**src/rtl/layer00_row_sched.sv**
```systemverilog
`default_nettype none
// ============================================================================
// layer00_row_sched : per-layer row sequencer between the layer controller,
// the input parser and downstream; optional watchdog under SCHED_TIMEOUT_EN.
// Revision: 1.0
// ============================================================================
module layer00_row_sched #(
  parameter int ROW_W   = 9,
  parameter int COL_W   = 9,
  parameter int TIMEOUT = 4096
) (
  input  logic             clk,
  input  logic             rstn,
  input  logic             iLayerStart,
  input  logic [ROW_W-1:0] iNumRows,
  input  logic [COL_W-1:0] iNumCols,
  input  logic             i_fromYolo,
  input  logic             iDownReady,
  input  logic             iMacVld,
  input  logic             iColEnd,
  output logic             oParseStart,
  output logic             oFromYolo,
  output logic [ROW_W-1:0] oRowIdx,
  output logic [COL_W-1:0] oColCnt,
  output logic             oBusy,
  output logic             oLayerDone,
  output logic             oErr,
  output logic             oTimeout
);

  typedef enum logic [2:0] {
    IDLE     = 3'd0,
    WAIT_RDY = 3'd1,
    START    = 3'd2,
    RUN      = 3'd3,
    NEXT     = 3'd4,
    DONE     = 3'd5
  } state_t;

  state_t           state;
  state_t           state_nxt;
  logic [ROW_W-1:0] rows_q;
  logic [ROW_W-1:0] row_idx;
  logic [COL_W-1:0] cols_q;
  logic [COL_W-1:0] col_cnt;
  logic [COL_W-1:0] col_final;
  logic             from_yolo;
  logic             err;
  logic             start_acc;
  logic             last_row;
  logic             stray;
  logic             timeout_hit;

  if (TIMEOUT < 1) begin : g_timeout_chk
    $error("TIMEOUT must be at least 1");
  end

  assign start_acc = (state == IDLE) && iLayerStart;
  assign last_row  = (row_idx == rows_q - ROW_W'(1));
  assign stray     = (state != RUN) && (iMacVld || iColEnd);
  // A beat arriving with iColEnd is folded in before the length check.
  assign col_final = (iMacVld && !(&col_cnt)) ? col_cnt + COL_W'(1) : col_cnt;

`ifdef SCHED_TIMEOUT_EN
  localparam int WD_W = $clog2(TIMEOUT + 1);

  logic [WD_W-1:0] wd_cnt;
  logic            timeout_q;

  assign timeout_hit = (state == RUN) && !iColEnd && (wd_cnt == WD_W'(TIMEOUT));

  always_ff @(posedge clk or negedge rstn) begin
    if (!rstn) begin
      wd_cnt    <= '0;
      timeout_q <= 1'b0;
    end else begin
      if (state == START) begin
        wd_cnt <= '0;
      end else if ((state == RUN) && !timeout_hit) begin
        wd_cnt <= wd_cnt + WD_W'(1);
      end
      if (start_acc) begin
        timeout_q <= 1'b0;
      end else if (timeout_hit) begin
        timeout_q <= 1'b1;
      end
    end
  end

  assign oTimeout = timeout_q;
`else
  assign timeout_hit = 1'b0;
  assign oTimeout    = 1'b0;
`endif

  always_ff @(posedge clk or negedge rstn) begin
    if (!rstn) begin
      state <= IDLE;
    end else begin
      state <= state_nxt;
    end
  end

  always_comb begin
    state_nxt = state;
    case (state)
      IDLE: begin
        if (iLayerStart) begin
          state_nxt = (iNumRows == '0) ? DONE : WAIT_RDY;
        end
      end
      WAIT_RDY: begin
        if (iDownReady) begin
          state_nxt = START;
        end
      end
      START: state_nxt = RUN;
      RUN: begin
        if (iColEnd) begin
          state_nxt = last_row ? DONE : NEXT;
        end else if (timeout_hit) begin
          state_nxt = DONE;
        end
      end
      NEXT:    state_nxt = WAIT_RDY;
      DONE:    state_nxt = IDLE;
      default: state_nxt = IDLE;
    endcase
  end

  always_ff @(posedge clk or negedge rstn) begin
    if (!rstn) begin
      rows_q    <= '0;
      cols_q    <= '0;
      from_yolo <= 1'b0;
      row_idx   <= '0;
      col_cnt   <= '0;
      err       <= 1'b0;
    end else if (start_acc) begin
      rows_q    <= iNumRows;
      cols_q    <= iNumCols;
      from_yolo <= i_fromYolo;
      row_idx   <= '0;
      col_cnt   <= '0;
      err       <= 1'b0;
    end else begin
      if (stray || timeout_hit) begin
        err <= 1'b1;
      end
      if (state == RUN) begin
        col_cnt <= col_final;
        if (iColEnd && (col_final != cols_q)) begin
          err <= 1'b1;
        end
      end
      if (state == NEXT) begin
        row_idx <= row_idx + ROW_W'(1);
        col_cnt <= '0;
      end
    end
  end

  assign oParseStart = (state == START);
  assign oLayerDone  = (state == DONE);
  assign oBusy       = (state != IDLE);
  assign oFromYolo   = from_yolo;
  assign oRowIdx     = row_idx;
  assign oColCnt     = col_cnt;
  assign oErr        = err;

endmodule
`default_nettype wire

```
**config.mk**
```make
export PLATFORM = sky130hd
export DESIGN_NAME = layer00_row_sched
export DESIGN_NICKNAME = d
export VERILOG_FILES = /design/src/rtl/layer00_row_sched.sv
export SDC_FILE = /design/constraint.sdc
export NUM_CORES = 1
export LEC_CHECK = 0
export CORE_UTILIZATION = 40
export DETAILED_ROUTE_END_ITERATION = 8
export PLACE_DENSITY = 0.69
export SYNTH_ARGS = -nofsm -noshare
export SYNTH_HDL_FRONTEND = slang
export SYNTH_SLANG_ARGS = --single-unit
```
**constraint.sdc**
```tcl
create_clock -name clk -period 5.1 [get_ports clk]
set_input_delay 1.275 -clock clk [delete_from_list [all_inputs] [get_ports clk]]
set_output_delay 1.275 -clock clk [all_outputs]
set_load 0.1 [all_outputs]
```
==> Word-level counts from Yosys, hierarchy flattened <==
Cells that the tools add are included.
W data, S select, Z words.
{ "classes": {"add_sub_neg": 3, "n_mul": 0, "div_mod_pow": 0, "n_lt_le_gt_ge": 0, "n_eq_ne": 11, "shifts": 0, "n_mux": 16, "n_bitwise": 0, "reduce_logical": 13} }
{ "op_table": {"columns": ["operator", "n"], "rows": [
  ["$mux W9", 6],
  ["$add A9 B1 Y9 const B", 2],
  ["$pmux W3 S5", 1],
  ["$mux W3", 4],
  ["$eq A9 B9 Y1", 1],
  ["$logic_not A9 Y1", 1],
  ["$ne A9 B9 Y1", 1],
  ["$reduce_and A9 Y1", 1],
  ["$sub A9 B1 Y9 const B", 1],
  ["$eq A3 B2 Y1 const B", 2],
  ["$eq A3 B3 Y1 const B", 2],
  ["$ne A2 B2 Y1 const B", 3],
  ["$reduce_bool A3 Y1", 2],
  ["$mux W1", 5],
  ["$logic_and A1 B1 Y1", 4],
  ["$eq A3 B1 Y1 const B", 1],
  ["$logic_not A3 Y1", 1],
  ["$ne A3 B2 Y1 const B", 1],
  ["$reduce_and A3 Y1", 1],
  ["$reduce_bool A2 Y1", 1],
  ["$logic_not A1 Y1", 1],
  ["$logic_or A1 B1 Y1", 1]
]} }
{ "word_totals": {"regBits": 41, "latch_bits": 0, "ram_bits": 0, "rom_bits": 0, "in_bits": 25, "output_inout_bits": 24, "mem_count": 0} }

==> Longest topological paths before layout <==
{ "depth": {"depth_word": 9, "ltp_mapped": 11, "ltp_nobuf": 9} }

==> Worst setup path after synthesis <==
Ideal clock, no wire load.
{ "synth_path": {"path_type": "flip-flop to output port", "start": "register state[0]", "end": "output oParseStart", "t_arrival_ps": 2792, "required_ps": 3825, "slack_ps": 1033, "stages_incl_launch_ff": 3, "path_buffers": 1, "path_cell_list": "dfrtp_1 -> buf_2 -> nor3b_1"} }
{ "synth_between": {"elab_chain_len": 1} }
{ "synth_rtl": {"columns": ["element", "line", "text"], "rows": [
  ["start: declaration", "40", "state_t state;"],
  ["start signal: assignment", "100", "state <= state_nxt;"],
  ["$eq A3 B2 Y1", "163", "assign oParseStart = (state == START);"],
  ["end: declaration", "21", "output logic oParseStart,"]
]} }
Every way passes these cells.

==> Worst setup path in the final report <==
{ "layout_path": {"start": "register state[1]", "end": "output oBusy"} }
{ "layout_between": {"elab_chain_len": 1} }
{ "layout_rtl": {"columns": ["element", "line", "text"], "rows": [
  ["$reduce_bool A3 Y1", "165", "assign oBusy = (state != IDLE);"],
  ["end: declaration", "25", "output logic oBusy,"]
]} }
Every way passes these cells.

==> flow_metrics.py <==
metrics = {
    "status": {
        "status": "completed",
    },
    "cts": {
        "root_buffer": "clkbuf_8",
        "clock-sinks": 41,
        "clk_latency_ns": 0.29,
        "htreeDepth": 2,
        "clock_path_buffers": 2,
        "cts_buffers": 5,
        "post_cts.repair.setup_buffers": 0,
        "cts_tree": "yes",
        "clkTransAtPathRegs_ns": 0.08,
        "cts_hold_buf": 0,
        "cts_resized": 0,
    },
    "setup_path": {
        "cp_cell_sequence": "or3_1, clkdlybuf4s50_1",
        "worstSetupStartpointType": "register",
        "crit_path_max_fanout": 14,
        "endpoint_kind": "primary output",
        "crit_type": "reg2out",
        "rr_worst_depth": 9,
        "r2r_slack_ns": 2.45,
        "cp_slowest_stage_delay_ns": 1.00,
        "r2r-end": "oErr",
        "cp_data_required_time_ns": 3.83,
        "worstPathArrival_ns": 2.32,
        "slowest_stage": "clkdlybuf4s50_1",
        "reg2reg_from": "oColCnt[3]",
    },
    "logic_synthesis": {
        "yosys.cell_types.count": 53,
        "yosys.area.top_type_share_pct": 41.19,
        "synth_top_area_cell": "dfrtp_1",
        "syn_area_um2": 2491,
        "syn_nets": 278,
        "synthFlopType": "dfrtp_1",
        "ys_async_sr_fraction_pct": 100.0,
        "avgSynthCellArea_um2": 10.00,
        "synth_edf_count": 0,
        "yosysSeqAreaShare_pct": 41.19,
        "postSynthCellCount": 249,
        "synth_seq_cells": 41,
        "ys_warn_count": 0,
        "synth_area_leaders": "dfrtp_1 (41%), mux2_4 (6.6%), xnor2_1 (5.3%)",
    },
    "floorplanning": {
        "core_area_um2": 5956,
        "io_pins": 49,
        "fp.dieW_um": 80.92,
        "dieArea_um2": 6547,
        "start_util_pct": 41.83,
        "fp.dieH_um": 80.92,
        "row_count": 28,
    },
    "global_route": {
        "grt_max_degree": 42,
        "grt_usage_pct": 17.82,
        "grt_pass1_vias": 1794,
        "grt_overflow_total": 0,
        "antenna_found_initial": 0,
        "grt_pass1_wl_um": 8797,
    },
    "power": {
        "total_power_uw": 1679,
        "vdd_drop_max_mv": 0.3997,
        "p_per_area_nw_per_um2": 546.1,
        "p_leak_uw": 0.001292,
    },
    "timing": {
        "hold_slack_ns": 0.5287,
        "worst_pin_slew_ns": 0.9679,
        "setup_violations": 0,
        "hold_viol_final": 0,
        "fin_ws_ns": 1.502,
        "tns_ns": 0,
        "fmaxAchievable_mhz": 278.0,
        "slew_viol_final": 0,
        "fin_crit_ns": 3.598,
        "relSlewSlack_pct": 35.27,
        "rsz0062_at_grt": "no",
        "fin_crit_sh_pct": 70.54,
        "skew_ns": 0.004835,
    },
    "detailed_routing": {
        "dr.pass1.iters": 4,
        "via_count": 1955,
        "dr.first_iter.drc_count": 94,
        "routed_wl_um": 5400,
        "post_drt_wl_per_cell_um": 14.75,
        "final_antenna_net_count": 0,
        "drc": 0,
        "vias_per_cell": 5.342,
    },
    "hold_path": {
        "whs_path_depth": 1,
        "whs_endpoint": "oFromYolo",
        "hold_path.class": "reg2reg",
        "min_from": "oFromYolo",
    },
    "finish": {
        "drive_above_1_share_pct": 8.591,
        "postLayoutCoreUtil_pct": 51.62,
        "layout.nets": 320,
        "mostFrequentLayoutCells": "clkdlybuf4s50_1 (46), dfrtp_1 (41), nand2_1 (22)",
        "area_growth_pct": 23.41,
        "layout_commonest_cell": "clkdlybuf4s50_1",
        "n_antenna_cell": 0,
    },
    "place": {
        "pre_cts_ws_ns": 1.794,
        "portBuffers": 47,
        "dp_hpwl_um": 3914,
        "gp_congestion": 0.8328,
    },
    "job": {
        "max_cap_violations": 0,
    },
}
[per-stage QoR]
stage | instance area [µm²] | std cells
floorplan | 2491 | 249
global placement | 2970 | 359
detailed placement | 2970 | 359
CTS | 3074 | 366
global route | 3074 | 366
finish | 3074 | 366
[power breakdown]
group / internal, µW / switching (µW) / total [µW] / leakage (µW)
logic: 342 / 511 / 853 / 0.000717
clock network: 142 / 110 / 252 / 0.0000540
registers: 432 / 142 / 574 / 0.000521
[cell families after synthesis]
group | count (synthesis) | synth area share (%)
buf+inv | 18 | 4.118
mux | 26 | 13.06
fa+ha+maj | 5 | 2.411
simple gates | 87 | 19.14
other cells | 1 | 0.1505
xor+xnor | 26 | 9.141
flops | 41 | 41.19
compound gates | 45 | 10.80
[how the worst max path moves through the flow]
stage,start,end,slack (ns)
2_1_floorplan,state[0],oParseStart,1.03
6_report,state[1],oBusy,1.50
3_3_place_gp,iLayerStart,oColCnt[5],1.81
4_1_cts,state[1],oBusy,1.53
3_5_place_dp,iLayerStart,oColCnt[5],1.79
5_1_grt,state[0],oLayerDone,1.41
[critical path, delay by kind of cell, from the launching register on]
family | cells | cell delay (ns)
buffers and inverters | 1 | 1.00
flip-flops | 1 | 0.53
AND/OR/NAND/NOR | 1 | 0.50
[final cells by class]
cell class / instances / area (µm²)
well taps: 75 / 93.84
multi-input cells: 190 / 1363
repair buffers: 47 / 465.4
clock buffers: 5 / 68.82
clock inverters: 2 / 35.03
flip-flops and latches: 41 / 1026
fillers: 551 / 2882
inverters: 6 / 22.52
[layer usage]
layer  routed length [µm]  track usage [%]
met1                 2782            25.39
met2                 2361            27.31
met3                  181            3.034
met4                   74            5.893
met5                    0                0
[synth_stat cells (all sizes together), types with 2 or more instances]
| library cell | count |
|---|---|
| xnor2 | 15 |
| and2 | 2 |
| nand2 | 23 |
| inv | 6 |
| nand4 | 2 |
| nor3b | 4 |
| mux2 | 19 |
| ha | 4 |
| a21oi | 16 |
| nor3 | 4 |
| mux2i | 7 |
| and4 | 2 |
| or3b | 2 |
| o21bai | 2 |
| xor2 | 11 |
| nor2 | 15 |
| nand2b | 2 |
| buf | 9 |
| o31ai | 2 |
| dfrtp | 41 |
| nand3 | 14 |
| nor4 | 4 |
| clkbuf | 3 |
| nand3b | 3 |
| or3 | 4 |
| o21ai | 15 |
[registers in the layout (all words and copies together), names as in the netlist]
name	count
oRowIdx	9
rows_q	9
oFromYolo	1
state	3
oErr	1
oColCnt	9
cols_q	9
Power figures use the tool's default switching activity.
